$ cat config.mk
export PLATFORM = sky130hd
export DESIGN_NAME = arb_weighted_rr
export DESIGN_NICKNAME = d
export VERILOG_FILES = /design/src/rtl/arb_weighted_rr.sv
export SDC_FILE = /design/constraint.sdc
export NUM_CORES = 1
export LEC_CHECK = 0
export ABC_AREA = 1
export CORE_MARGIN = 5
export CORE_UTILIZATION = 50
export CTS_CLUSTER_DIAMETER = 200
export DETAILED_ROUTE_END_ITERATION = 10
export PLACE_DENSITY = 0.78
export REMOVE_ABC_BUFFERS = 1
export SLEW_MARGIN = 20
export SYNTH_ARGS = -nofsm -noshare
export SYNTH_HDL_FRONTEND = slang
export SYNTH_SLANG_ARGS = --single-unit
$ cat constraint.sdc
create_clock -name clk -period 2 [get_ports clk]
set_input_delay 0.4 -clock clk [delete_from_list [all_inputs] [get_ports clk]]
set_output_delay 0.4 -clock clk [all_outputs]
set_load 0.03 [all_outputs]
$ cat src/rtl/arb_weighted_rr.sv
// Weighted round-robin arbiter: each requester owns the grant for up to its
// programmed weight in consecutive cycles, then ownership rotates circularly.
module arb_weighted_rr #(
  parameter int REQ_NUM   = 4,
  parameter int WEIGHT_W  = 4,
  parameter int COUNTER_W = $clog2(REQ_NUM)
) (
  input  logic                 clk,
  input  logic                 rst_n,
  input  logic [REQ_NUM-1:0]   req,
  input  logic                 cfg_we,
  input  logic [COUNTER_W-1:0] cfg_idx,
  input  logic [WEIGHT_W-1:0]  cfg_weight,
  output logic [REQ_NUM-1:0]   grant,
  output logic [COUNTER_W-1:0] grant_id,
  output logic                 grant_valid,
  output logic                 dbg_state_o,
  output logic [COUNTER_W-1:0] dbg_ptr_o
);

  typedef enum logic {ST_IDLE = 1'b0, ST_BUSY = 1'b1} state_e;

  state_e                state_q, state_d;
  logic [REQ_NUM-1:0]    grant_q, grant_d;
  logic [COUNTER_W-1:0]  grant_id_q, grant_id_d;
  logic [COUNTER_W-1:0]  ptr_q, ptr_d;
  logic [WEIGHT_W-1:0]   tcnt_q, tcnt_d;
  logic [WEIGHT_W-1:0]   tlim_q, tlim_d;
  logic [WEIGHT_W-1:0]   weight_q [REQ_NUM];

  logic [REQ_NUM-1:0]    elig;
  logic [COUNTER_W-1:0]  nxt_owner;
  logic [COUNTER_W-1:0]  scan_start;
  logic [2*REQ_NUM-1:0]  elig_rot;
  logic                  win_found;
  logic [COUNTER_W-1:0]  win_idx;
  logic [REQ_NUM-1:0]    win_oh;
  logic [WEIGHT_W-1:0]   win_weight;
  logic                  release_now;

  always_comb begin
    for (int i = 0; i < REQ_NUM; i++) begin
      elig[i] = req[i] && (weight_q[i] != '0);
    end
  end

  assign nxt_owner   = (int'(grant_id_q) == REQ_NUM - 1) ? '0 : grant_id_q + COUNTER_W'(1);
  // grant_q is one-hot while busy, so this picks out the owner's request bit.
  assign release_now = !(|(req & grant_q)) || (tcnt_q == tlim_q);
  assign scan_start  = (state_q == ST_BUSY) ? nxt_owner : ptr_q;

  // Rotate the doubled eligibility vector so bit 0 is the scan start.
  always_comb begin
    int j;
    j          = 0;
    elig_rot   = {elig, elig} >> scan_start;
    win_found  = 1'b0;
    win_idx    = '0;
    for (int i = 0; i < REQ_NUM; i++) begin
      if (!win_found && elig_rot[i]) begin
        win_found = 1'b1;
        j = int'(scan_start) + i;
        if (j >= REQ_NUM) j = j - REQ_NUM;
        win_idx = COUNTER_W'(j);
      end
    end
  end

  always_comb begin
    win_oh     = '0;
    win_weight = '0;
    for (int i = 0; i < REQ_NUM; i++) begin
      if (win_found && (COUNTER_W'(i) == win_idx)) begin
        win_oh[i]  = 1'b1;
        win_weight = weight_q[i];
      end
    end
  end

  always_comb begin
    state_d    = state_q;
    grant_d    = grant_q;
    grant_id_d = grant_id_q;
    ptr_d      = ptr_q;
    tcnt_d     = tcnt_q;
    tlim_d     = tlim_q;
    case (state_q)
      ST_IDLE: begin
        if (win_found) begin
          state_d    = ST_BUSY;
          grant_d    = win_oh;
          grant_id_d = win_idx;
          tlim_d     = win_weight;
          tcnt_d     = WEIGHT_W'(1);
        end
      end
      ST_BUSY: begin
        if (!release_now) begin
          tcnt_d = tcnt_q + WEIGHT_W'(1);
        end else begin
          ptr_d = nxt_owner;
          if (win_found) begin
            grant_d    = win_oh;
            grant_id_d = win_idx;
            tlim_d     = win_weight;
            tcnt_d     = WEIGHT_W'(1);
          end else begin
            state_d    = ST_IDLE;
            grant_d    = '0;
            grant_id_d = '0;
            tcnt_d     = '0;
            tlim_d     = '0;
          end
        end
      end
      default: state_d = ST_IDLE;
    endcase
  end

  always_ff @(posedge clk or negedge rst_n) begin
    if (!rst_n) begin
      state_q    <= ST_IDLE;
      grant_q    <= '0;
      grant_id_q <= '0;
      ptr_q      <= '0;
      tcnt_q     <= '0;
      tlim_q     <= '0;
      for (int i = 0; i < REQ_NUM; i++) weight_q[i] <= WEIGHT_W'(1);
    end else begin
      state_q    <= state_d;
      grant_q    <= grant_d;
      grant_id_q <= grant_id_d;
      ptr_q      <= ptr_d;
      tcnt_q     <= tcnt_d;
      tlim_q     <= tlim_d;
      // Out-of-range indices match no entry and are dropped.
      for (int i = 0; i < REQ_NUM; i++) begin
        if (cfg_we && (cfg_idx == COUNTER_W'(i))) weight_q[i] <= cfg_weight;
      end
    end
  end

  assign grant       = grant_q;
  assign grant_id    = grant_id_q;
  assign grant_valid = (state_q == ST_BUSY);
  assign dbg_state_o = state_q;
  assign dbg_ptr_o   = ptr_q;

endmodule
Word level (Yosys, flattened, before mapping):

Cells that the tools add are included.

* register bits: 33
* input port bits: 13
* output and inout port bits: 10
* word-level logic and storage cells: 106

* $add $sub $neg: 9
* $lt $le $gt $ge: 4
* equality and inequality tests: 10
* shift-type cells: 1
* multiplexer cells: 41
* bitwise logic cells: 2
* reduce and logical (&&, ||, !) cells: 29

Operator list (number)
* 2-to-1 mux 4 bit: 12
* 2-to-1 mux 2 bit: 13
* case mux 4 bit (2 select lines): 3
* nonzero test 4 bit: 4
* logical AND 1 bit: 15
* 2-to-1 mux 1 bit: 11
* greater-or-equal comparator 3 bit (second input constant): 3
* >> shifter 8 x 2 -> 4 bit: 1
* subtractor 2 x 1 -> 2 bit (second input constant): 4
* adder 2 x 2 -> 3 bit (second input constant): 2
* adder 4 x 1 -> 4 bit (second input constant): 1
* bitwise AND 4 bit: 1
* == test 2 x 1 -> 1 bit (second input constant): 2
* == test 2 bit (first input constant): 2
* == test 2 bit (second input constant): 2
* == test 4 bit: 1
* zero test 1 bit: 4
* zero test 2 bit: 2
* case mux 2 bit (2 select lines): 1
* AND reduction 2 bit: 2
* OR reduction 4 bit: 1
* adder 2 x 1 -> 3 bit (second input constant): 1
* greater-or-equal comparator 2 x 3 -> 1 bit (second input constant): 1
* adder 2 x 1 -> 2 bit (second input constant): 1
* other kinds (6): 6

Depth between registers and ports, before layout:

Gate-level depths: netlist of run 1.

* depth after elaboration: 23
* mapped depth: 17
* depth with buffers taken out: 17

Worst setup path after synthesis of run 1:

OpenSTA, ideal clock, no wires.

* path kind: register to register
* from: register grant_id_q[0] (netlist: grant_id[0])
* to: register tlim_q[2]
* library setup time: 117 ps
* arrival time: 2071 ps
* data required time: 1883 ps
* path slack: -189 ps
* stages on the path, launching flop included: 14
* buffers on the path: 0
* period minus slack after synthesis: 2189 ps
* path through: dfrtp_1 -> ha_1 -> inv_1 -> nand2_1 -> o21ai_4 -> inv_2 -> nand3_1 -> nand2_1 -> nand4_1 -> nand3_2 -> nand2_2 -> or2_0 -> nand3_1 -> nand2_1

* cells in the longest elaborated chain, start to end: 23
* elaborated cells between the ends (all ways): 52
* classes of those cells: add/sub (8); order compare (4); eq/ne (5); shift (1); mux (22); reduce/logical (12)

RTL lines
* start: declaration: line 25 `logic [COUNTER_W-1:0] grant_id_q, grant_id_d;`
* start signal: assignment: line 132 `grant_id_q <= grant_id_d;`
* adder 2 x 1 -> 2 bit or == test 2 x 1 -> 1 bit (tied branches): line 47 `assign nxt_owner = (int'(grant_id_q) == REQ_NUM - 1) ? '0 : grant_id_q + COUNTER_W'(1);`
* 2-to-1 mux 2 bit *: line 47
* named net nxt_owner[1]: line 32 `logic [COUNTER_W-1:0] nxt_owner;`
* 2-to-1 mux 2 bit *: line 50 `assign scan_start = (state_q == ST_BUSY) ? nxt_owner : ptr_q;`
* parallel branches: the longest is 20 deep, another holds adder 2 x 1 -> 3 bit
* end signal: assignment: line 135 `tlim_q <= tlim_d;`
* end: declaration: line 28 `logic [WEIGHT_W-1:0] tlim_q, tlim_d;`

Mark *: on every way through the listed nets, which the timed path passes. The select of a mux whose other input is x is not followed.
A chain may end at the register's enable or synchronous reset.

Final worst setup path of run 1:

* from: register state_q (netlist: dbg_state_o)
* to: register tlim_q[2]

* cells in the longest elaborated chain, start to end: 21
* elaborated cells between the ends (all ways): 51
* classes of those cells: add/sub (7); order compare (4); eq/ne (5); shift (1); mux (21); bitwise (1); reduce/logical (12)

RTL lines
* start: declaration: line 23 `state_e state_q, state_d;`
* start signal: assignment: line 130 `state_q <= state_d;`
* parallel branches: the longest is 21 deep, another holds adder 2 x 1 -> 3 bit

Parallel ways; which one is timed is not known. The select of a mux whose other input is x is not followed.

==> results.sh, run 1 <==
export IMPL_h_tree_depth=2
export IMPL_path_class="flip-flop to flip-flop"
export IMPL_yosysWarnings=0
export IMPL_placed_cell_area_sq_mm=0.00241
export IMPL_drt_iter0_markers=113
export IMPL_dp_cells=355
export IMPL_clkLatencyLatePin_ns=0.28
export IMPL_cts_buffers=5
export IMPL_synth_simple_gate_area_share=0.365
export IMPL_finalSetupViolCount=11
export IMPL_synth_cells=262
export IMPL_clk_pin_slew_ns=0.07
export IMPL_postRouteWirelength_mm=5.54
export IMPL_ys_ff_latch=33
export IMPL_grt_usage=0.205
export IMPL_synth_top_family_by_area="simple AND/OR/NAND/NOR gates"
export IMPL_finalCritPeriodShare=1.12
export IMPL_rsz0062_at_grt="yes"
export IMPL_cts_tree="yes"
export IMPL_viasPerCell=5.38
export IMPL_synth_area_mux_share=0
export IMPL_grt_first_pass_wirelength_mm=8.41
export IMPL_fin_nets=346
export IMPL_rows=22
export IMPL_cp_start_kind="flip-flop"
export IMPL_hold_violations=0
export IMPL_stdcell_count=380
export IMPL_wire_per_inst_um=14.6
export IMPL_worstMarginPinSlew_ns=0.414
export IMPL_synth_xor_area_frac=0.0268
export IMPL_required_ns=2.18
export IMPL_vias=2045
export IMPL_dpl_hpwl_mm=3.55
export IMPL_synth_distinct_cells=27
export IMPL_clock_sinks=33
export IMPL_yosysSeqAreaShare=0.423
export IMPL_end_kind="flip-flop"
export IMPL_synth_compound_area_share=0.110
export IMPL_drtPass1Iterations=5
export IMPL_boundaryPins=23
export IMPL_area_growth_pct=44.8
export IMPL_period_needed_ns=2.25
export IMPL_slew_headroom=0.724
export IMPL_layout_setup_ws_ns=-0.248
export IMPL_core_sq_mm=0.00374
export IMPL_fmax_mhz=445
export IMPL_avgSynthCellArea_sq_um=7.49
export IMPL_insertedDiodeCount=0
export IMPL_root_buffer="clkbuf_8"
export IMPL_ant_nets=0
export IMPL_die_area_sq_mm=0.00528
export IMPL_drv_cap=0
export IMPL_clock_path_buffers=2
export IMPL_grt_pass1_vias=1917
export IMPL_finalMaxSlewViolations=0
export IMPL_drive_gt1_frac=0.307
export IMPL_place_gp_congestion=0.851
export IMPL_port_buffers=22
export IMPL_syn_area_sq_mm=0.00196
export IMPL_grt_max_degree=34
export IMPL_antenna_found_initial=0
export IMPL_postLayoutCellArea_sq_mm=0.00284
export IMPL_drc=0
export IMPL_holdWs_ns=0.504
export IMPL_die_width_um=72.6
export IMPL_grt_overflow=0
export IMPL_fp_dieH_um=72.6
export IMPL_path_max_fanout=7
export IMPL_hp_class="flip-flop to flip-flop"
export IMPL_fin_skew_ns=0.00511
export IMPL_synth_adder_area_share=0.0128
export IMPL_n_fill_cell=287
export IMPL_start_util=0.524
export IMPL_outcome="finished with violations"
export IMPL_violations="setup timing"
export IMPL_cp_arrival_ns=2.43
repair_timing:
| action | CTS | global route |
|---|---|---|
| setup buffers | 2 | 14 |
| hold buffers | 0 | 0 |
| endpoints found under the setup margin | 14 | 14 |
| pin swaps | 4 | 17 |
| cloned | 0 | 1 |
| gates resized for setup | 17 | 36 |
critical path, cell delays in order, from the launching register on:
cell and delay (ns):
dfrtp_2 0.46, buf_4 0.15, inv_2 0.05, nand2_2 0.09
nand2_4 0.12, buf_4 0.11, nand3_1 0.07, nand3_1 0.11
nand2_2 0.09, nand2_1 0.12, nand2_1 0.08, nor2_2 0.14
nor2_4 0.08, buf_4 0.14, o21ai_1 0.11, nand3_1 0.09
nand3_1 0.08, nand2_1 0.05
state kept, by name (all words and copies together), names as in the netlist:
register,count
weight_q,16
grant,4
tlim_q,4
tcnt_q,4
dbg_ptr_o,2
dbg_state_o,1
grant_id,2
cell type report:
type	count	area (sq um)	share of cell area
multi-input combinational	202	1190	0.418
sequential	33	832	0.293
timing repair buffer	64	549	0.193
inverter	25	96.3	0.0339
clock buffer	7	86.3	0.0304
tap	48	60.1	0.0211
clock inverter	1	30.0	0.0106
per-stage QoR:
| stage | setup slack, ns | TNS [ns] | util |
|---|---|---|---|
| 6_report | -0.248 | -1.51 | 0.759 |
| 5_1_grt | -0.375 | -3.05 | 0.759 |
| 4_1_cts | -0.160 | -1.00 | 0.694 |
| 3_5_place_dp | -0.270 | -2.29 | 0.644 |
| 3_3_place_gp | -0.253 | -1.77 | 0.644 |
| 2_1_floorplan | -0.381 | -3.77 | - |
metal layers:
metal  track usage  routed length, um  up-vias
li1              -                  -     1004
met1         0.248               2320      946
met2         0.342               2780       76
met3        0.0496                283       19
met4        0.0943                155        0
met5             0                  0        -
layout by cell type, fill, tap and decap left out, drive strengths merged, types with 4 or more instances in the layout:
cell,synthesis,routed
buf,3,42
clkbuf,0,7
clkdlybuf4s50,0,20
dfrtp,29,29
dfstp,4,4
inv,25,25
nand2,96,97
nand3,34,34
nand4,7,7
nor2,17,17
o21ai,27,27
xnor2,5,5
synthesized netlist by cell type:
cell type | number | area, sq um
a32o_1 | 1 | 10.0
inv_2 | 4 | 15.0
dfstp_2 | 4 | 105
nor2_4 | 2 | 22.5
o211ai_1 | 1 | 7.51
nand2_2 | 5 | 31.3
o21ai_4 | 2 | 32.5
xnor2_1 | 5 | 43.8
dfrtp_1 | 29 | 726
xor2_1 | 1 | 8.76
buf_4 | 2 | 15.0
ha_1 | 2 | 25.0
o31ai_1 | 3 | 22.5
nand2_4 | 1 | 11.3
nand3_1 | 31 | 155
a21oi_1 | 2 | 10.0
nand2_1 | 90 | 338
or2_0 | 1 | 6.26
nor2_1 | 15 | 56.3
a21oi_2 | 1 | 8.76
o21ai_1 | 1 | 5.00
buf_6 | 1 | 11.3
inv_1 | 21 | 78.8
nand3_2 | 3 | 30.0
nand3b_1 | 3 | 22.5
o21ai_0 | 24 | 120
nand4_1 | 7 | 43.8
logic make-up after synthesis:
kind of cell    after synthesis
buf+inv                      28
xor+xnor                      6
simple gates                158
compound gates               35
flops                        33
fa+ha+maj                     2
path summary, 6_finish.rpt:
kind / startpoint / slack [ns] / cells past startpoint / endpoint
worst max-delay path: dbg_state_o$_DFF_PN0_ / -0.25 / 17 / tlim_q[2]$_DFFE_PN0P_
worst min register to register: tcnt_q[3]$_DFFE_PN0P_ / 0.50 / 1 / tcnt_q[3]$_DFFE_PN0P_
worst min-delay path: tcnt_q[3]$_DFFE_PN0P_ / 0.50 / 1 / tcnt_q[3]$_DFFE_PN0P_
min in group asynchronous: rst_n / 0.51 / 2 / tcnt_q[2]$_DFFE_PN0P_
worst max register to register: dbg_state_o$_DFF_PN0_ / -0.25 / 17 / tlim_q[2]$_DFFE_PN0P_
max in group asynchronous: rst_n / 1.14 / 2 / weight_q[12]$_DFFE_PN1P_
Power of run 1 is not shown: default switching activity piles up to over one toggle a cycle in this logic, so the estimate is an artifact.
==> run 2, diff against run 1 <==
--- a/config.mk
+++ b/config.mk
@@ -8,10 +8,11 @@
 export ABC_AREA = 1
 export CORE_MARGIN = 5
 export CORE_UTILIZATION = 50
-export CTS_CLUSTER_DIAMETER = 200
+export CTS_CLUSTER_DIAMETER = 120
 export DETAILED_ROUTE_END_ITERATION = 10
 export PLACE_DENSITY = 0.78
 export REMOVE_ABC_BUFFERS = 1
+export SKIP_CTS_REPAIR_TIMING = 1
 export SLEW_MARGIN = 20
 export SYNTH_ARGS = -nofsm -noshare
 export SYNTH_HDL_FRONTEND = slang
==> results.sh, run 2 (same netlist as run 1, synthesis figures left out) <==
export IMPL_outcome="finished with violations"
export IMPL_violations="setup timing"
export IMPL_hp_class="flip-flop to flip-flop"
export IMPL_fp_dieH_um=72.6
export IMPL_slew_headroom=0.722
export IMPL_end_kind="flip-flop"
export IMPL_grt_max_degree=34
export IMPL_vias=1913
export IMPL_die_area_sq_mm=0.00528
export IMPL_fin_nets=334
export IMPL_place_gp_congestion=0.851
export IMPL_port_buffers=22
export IMPL_regMostFlops="weight_q"
export IMPL_clock_sinks=33
export IMPL_insertedDiodeCount=0
export IMPL_postLayoutCellArea_sq_mm=0.00268
export IMPL_n_fill_cell=303
export IMPL_grt_overflow=0
export IMPL_hold_end="tcnt_q[3]$_DFFE_PN0P_"
export IMPL_dpl_hpwl_mm=3.55
export IMPL_core_sq_mm=0.00374
export IMPL_drv_cap=0
export IMPL_grt_usage=0.196
export IMPL_fmax_mhz=446
export IMPL_layout_setup_ws_ns=-0.242
export IMPL_clock_path_buffers=2
export IMPL_finalCritPeriodShare=1.12
export IMPL_drc=0
export IMPL_finalMaxSlewViolations=0
export IMPL_cts_tree="yes"
export IMPL_r2r_cells=14
export IMPL_worstHoldPathCells=1
export IMPL_start_util=0.524
export IMPL_cts_buffers=5
export IMPL_r2r_setup_slack_ns=-0.24
export IMPL_crit_slowest_cell="dfrtp_1"
export IMPL_min_from="tcnt_q[3]$_DFFE_PN0P_"
export IMPL_die_width_um=72.6
export IMPL_boundaryPins=23
export IMPL_cp_start_kind="flip-flop"
export IMPL_rows=22
export IMPL_path_class="flip-flop to flip-flop"
export IMPL_wire_per_inst_um=13.5
export IMPL_required_ns=2.19
export IMPL_placed_cell_area_sq_mm=0.00241
export IMPL_detailedPlace_worstSlack_ns=-0.270
export IMPL_seq_area_sq_um=832
export IMPL_layout_commonest_cell="nand2_1"
export IMPL_period_needed_ns=2.24
export IMPL_clk_pin_slew_ns=0.07
export IMPL_worstMarginPinSlew_ns=0.416
export IMPL_antenna_found_initial=0
export IMPL_grt_first_pass_wirelength_mm=8.05
export IMPL_root_buffer="clkbuf_8"
export IMPL_fin_skew_ns=0.00475
export IMPL_reg2reg_from="grant_id[1]$_DFFE_PN0P_"
export IMPL_clkLatencyLatePin_ns=0.28
export IMPL_multi_input_area_sq_mm=0.00112
export IMPL_h_tree_depth=2
export IMPL_r2r_end="grant[2]$_DFFE_PN0P_"
export IMPL_finalSetupViolCount=13
export IMPL_drt_iter0_markers=128
export IMPL_grt_pass1_vias=1847
export IMPL_final_cell_mix="nand2_1, buf_4, dfrtp_1"
export IMPL_rsz0062_at_grt="yes"
export IMPL_drtPass1Iterations=4
export IMPL_ant_nets=0
export IMPL_cp_arrival_ns=2.43
export IMPL_cpPeakStageDelay_ns=0.39
export IMPL_drive_gt1_frac=0.247
export IMPL_viasPerCell=5.20
export IMPL_path_max_fanout=8
export IMPL_area_growth_pct=36.7
export IMPL_crit_chain="ha_1 -> inv_2 -> nand2_2 -> o21ai_4 -> inv_4 -> nand3_1 -> nand2_2 -> nand2_1 -> nand2_1 -> nor2_2 -> nor2_4 -> buf_4 -> buf_4 -> o31ai_1"
export IMPL_largest_register_ffs=16
export IMPL_hold_violations=0
export IMPL_tns_ns=-1.93
export IMPL_postRouteWirelength_mm=4.97
## run 2: cell count changes in the layout (fill, tap and decap cells not counted), moves of 3 or more
cell / delta
nand2_4: -3
nand2_1: +4
buf_4: -7
buf_6: -3
## run 2: worst max-delay path by stage
stage                            startpoint               endpoint  slack [ns]  depth (start not counted)
floorplan             dbg_state_o$_DFF_PN0_   grant[0]$_DFFE_PN0P_       -0.38                         11
global placement                     req[3]  tlim_q[2]$_DFFE_PN0P_       -0.25                         13
detailed placement                   req[3]  tlim_q[2]$_DFFE_PN0P_       -0.27                         13
CTS                 grant_id[1]$_DFFE_PN0P_  tlim_q[1]$_DFFE_PN0P_       -0.28                         17
global route        grant_id[1]$_DFFE_PN0P_  tlim_q[2]$_DFFE_PN0P_       -0.38                         14
finish              grant_id[1]$_DFFE_PN0P_   grant[2]$_DFFE_PN0P_       -0.24                         14
## run 2: routing by layer
metal	part of all wire	global-route usage	routed length (um)	vias to the layer above
met4	0.023	0.0881	114	0
met3	0.066	0.0468	326	13
met1	0.42	0.239	2100	864
met2	0.49	0.328	2430	63
li1	-	-	-	973
met5	0	0	0	-
## run 2: worst max-delay path: cells and delay by family (launching register included)
| kind | cells | cell delay (ns) |
|---|---|---|
| AO/OA/AOI/OAI | 2 | 0.35 |
| AND/OR/NAND/NOR | 7 | 0.65 |
| adder cells (fa/ha/maj) | 1 | 0.31 |
| flip-flops | 1 | 0.39 |
| buffers and inverters | 4 | 0.44 |
## run 2: area by class of cell
class | count | share of cell area
Multi-Input combinational cell | 201 | 0.419
Sequential cell | 33 | 0.310
Timing Repair Buffer | 53 | 0.169
Inverter | 25 | 0.0359
Clock buffer | 7 | 0.0322
Tap cell | 48 | 0.0224
Clock inverter | 1 | 0.0112
## run 2: per-stage QoR
step	cells	util	hold WS [ns]
floorplan	259	-	0.104
global placement	355	0.644	0.480
detailed placement	355	0.644	0.492
CTS	363	0.675	0.502
global route	368	0.717	0.524
finish	368	0.717	0.504
Power of run 2 is left out for the same reason.
==> RTL change: new RTL, settings of run 2 <==
Register the inputs `cfg_we`, `cfg_idx` and `cfg_weight` before use. The logic sees them one clock later. The other inputs are not delayed to match.
--- a/src/rtl/arb_weighted_rr.sv
+++ b/src/rtl/arb_weighted_rr.sv
@@ -20,4 +20,14 @@
 
   typedef enum logic {ST_IDLE = 1'b0, ST_BUSY = 1'b1} state_e;
+
+  logic cfg_we_q;
+  logic [COUNTER_W-1:0] cfg_idx_q;
+  logic [WEIGHT_W-1:0] cfg_weight_q;
+
+  always_ff @(posedge clk) begin
+    cfg_we_q     <= cfg_we;
+    cfg_idx_q    <= cfg_idx;
+    cfg_weight_q <= cfg_weight;
+  end
 
   state_e                state_q, state_d;
@@ -136,5 +146,5 @@
       // Out-of-range indices match no entry and are dropped.
       for (int i = 0; i < REQ_NUM; i++) begin
-        if (cfg_we && (cfg_idx == COUNTER_W'(i))) weight_q[i] <= cfg_weight;
+        if (cfg_we_q && (cfg_idx_q == COUNTER_W'(i))) weight_q[i] <= cfg_weight_q;
       end
     end
Behaviour: not the same (a bounded check fails within 4 cycles, from zero or initial values and one cycle with rst_n low).
==> RTL change against run 2 <==
- the flow still finishes with violations (negative setup slack)
- wire length grew 7.9%
- core utilization grew 2.1 points
- sequential cell count grew 7
- worst setup slack gained 43 ps
- critical path depth grew 3
- final area grew 12%
- synthesized area grew 9.2%
- largest cell class unchanged
- highest routed layer unchanged
Power is not shown: default switching activity piles up to over one toggle a cycle in this logic, so the estimate is an artifact.
==> RTL change: results (changes against run 2) <==
Cells and area
  – Fill count: 302 (-0.33%)
  – Post-route insts no fill: 393 (+6.8%)
  – # nets final: 357 (+6.9%)
  – Share of layout cells above drive strength 1: 0.309 (+0.0622)

Clock tree
  – Latest clock arrival within the worst-skew pair: 300 ps (+20 ps)

Global routing
  – Vias in the first global route: 1932 (+4.6%)
  – Antenna violations before repair: 0 (unchanged)
  – First-pass GRT wire length: 8.51 mm (+5.7%)
  – Total track usage: 0.195 (-0.000991)

Synthesis
  – Post-Synth XOR/XNOR Area: 0.0286 (+0.00182)
  – Fraction of registers with async set/reset: 0.825 (-0.175)
  – Synth cell count leaders: nand2_1, nand3_1, dfrtp_1
  – Synth area leaders: dfrtp_1, nand2_1, nand3_1
  – Complex-gate fraction of the synthesized area: 0.0887 (-0.0216)
  – Adder-Cell Fraction of Synth Area: 0.0117 (-0.00108)
  – Synth cell types: 30 (+11%)
  – Seq/Total Area, Yosys: 0.453 (+0.0295)
  – Post-synthesis cell count: 274 (+4.6%)

STA
  – Fin Setup TNS: -1300 ps (+637 ps)
  – Skew final: 6.74 ps (+1.99 ps)
  – Setup ws final: -199 ps (+43.1 ps)
  – Setup Viol. Count Final: 10 (-3)
  – Normalized max-slew margin: 0.729 (+0.00665)

Detailed routing
  – Routed vias/inst: 5.28 (+1.7%)
  – Routed wire length: 5.37 mm (+7.9%)
  – Initial DRC count: 175 (+37%)
  – DRT Pass-1 Iters: 5 (+1)

Setup path
  – Critical-path maximum fanout: 7 (-1)
  – Critical Path AT: 2380 ps (-50 ps)
  – Register-to-Register Path Depth: 17 (+3)
  – R2R Path End: tlim_q[0]
  – Crit Path Category: reg2reg

Place
  – Post-placement cell area: 2690 sq um (+12%)
  – DP HPWL: 3.82 mm (+7.5%)
  – Placed cells: 383 (+7.9%)
  – IO Port Bufs: 22 (unchanged)
  – Gpl congestion: 0.892 (+4.8%)

Outcome
  – Status: finished, violations left
  – Failing checks: negative setup slack

Hold path
  – Tightest Hold Check Type: in2async

Job
  – Max cap viols: 0 (unchanged)
-- RTL change: cell count changes after synthesis, sizes merged, moves of 2 or more --
cell / run 2 / this run
o31ai: 3 / 1
nand4: 7 / 10
nand3b: 3 / 1
dfxtp: 0 / 7
inv: 25 / 22
nor2: 17 / 24
-- RTL change: critical path, stage by stage (launching register included) --
cell,delay [ps]
dfrtp_1,390
ha_1,310
inv_2,70
nand2_2,60
o21ai_4,100
buf_6,150
nand3_2,90
nand2_4,120
nand3_2,70
nand2_2,60
nor2_2,40
nand2_2,100
buf_6,160
nand2_4,70
nor2_2,90
nor2_1,50
nand2_1,80
nand2_1,60
-- RTL change: metrics by stage --
stage               hold WS [ps]  worst slack (ps)
global route                 522              -344
global placement             486              -279
floorplan                    104              -777
finish                       494              -199
CTS                          506              -290
detailed placement           496              -314
-- RTL change: final cells by class --
cell class                 instances  area (sq um)  share of cell area
sequential                        40           971               0.322
inverter                          22          90.1              0.0299
clock inverter                     2          38.8              0.0129
tap                               50          62.6              0.0208
multi-input combinational        208          1200               0.399
timing repair buffer              65           567               0.188
clock buffer                       6          82.6              0.0274
-- RTL change: logic make-up after synthesis --
logic type / Yosys count
XOR/XNOR: 7
flip-flops: 40
AO/OA/AOI/OAI: 34
buffers and inverters: 26
AND/OR/NAND/NOR: 165
adder cells (fa/ha/maj): 2
-- RTL change: layer usage --
layer / vias up / GRT usage / share of wire
met1: 969 / 0.244 / 0.43
met2: 53 / 0.330 / 0.49
met3: 13 / 0.0554 / 0.058
met4: 0 / 0.0563 / 0.019
met5: - / 0 / 0
li1: 1042 / - / -
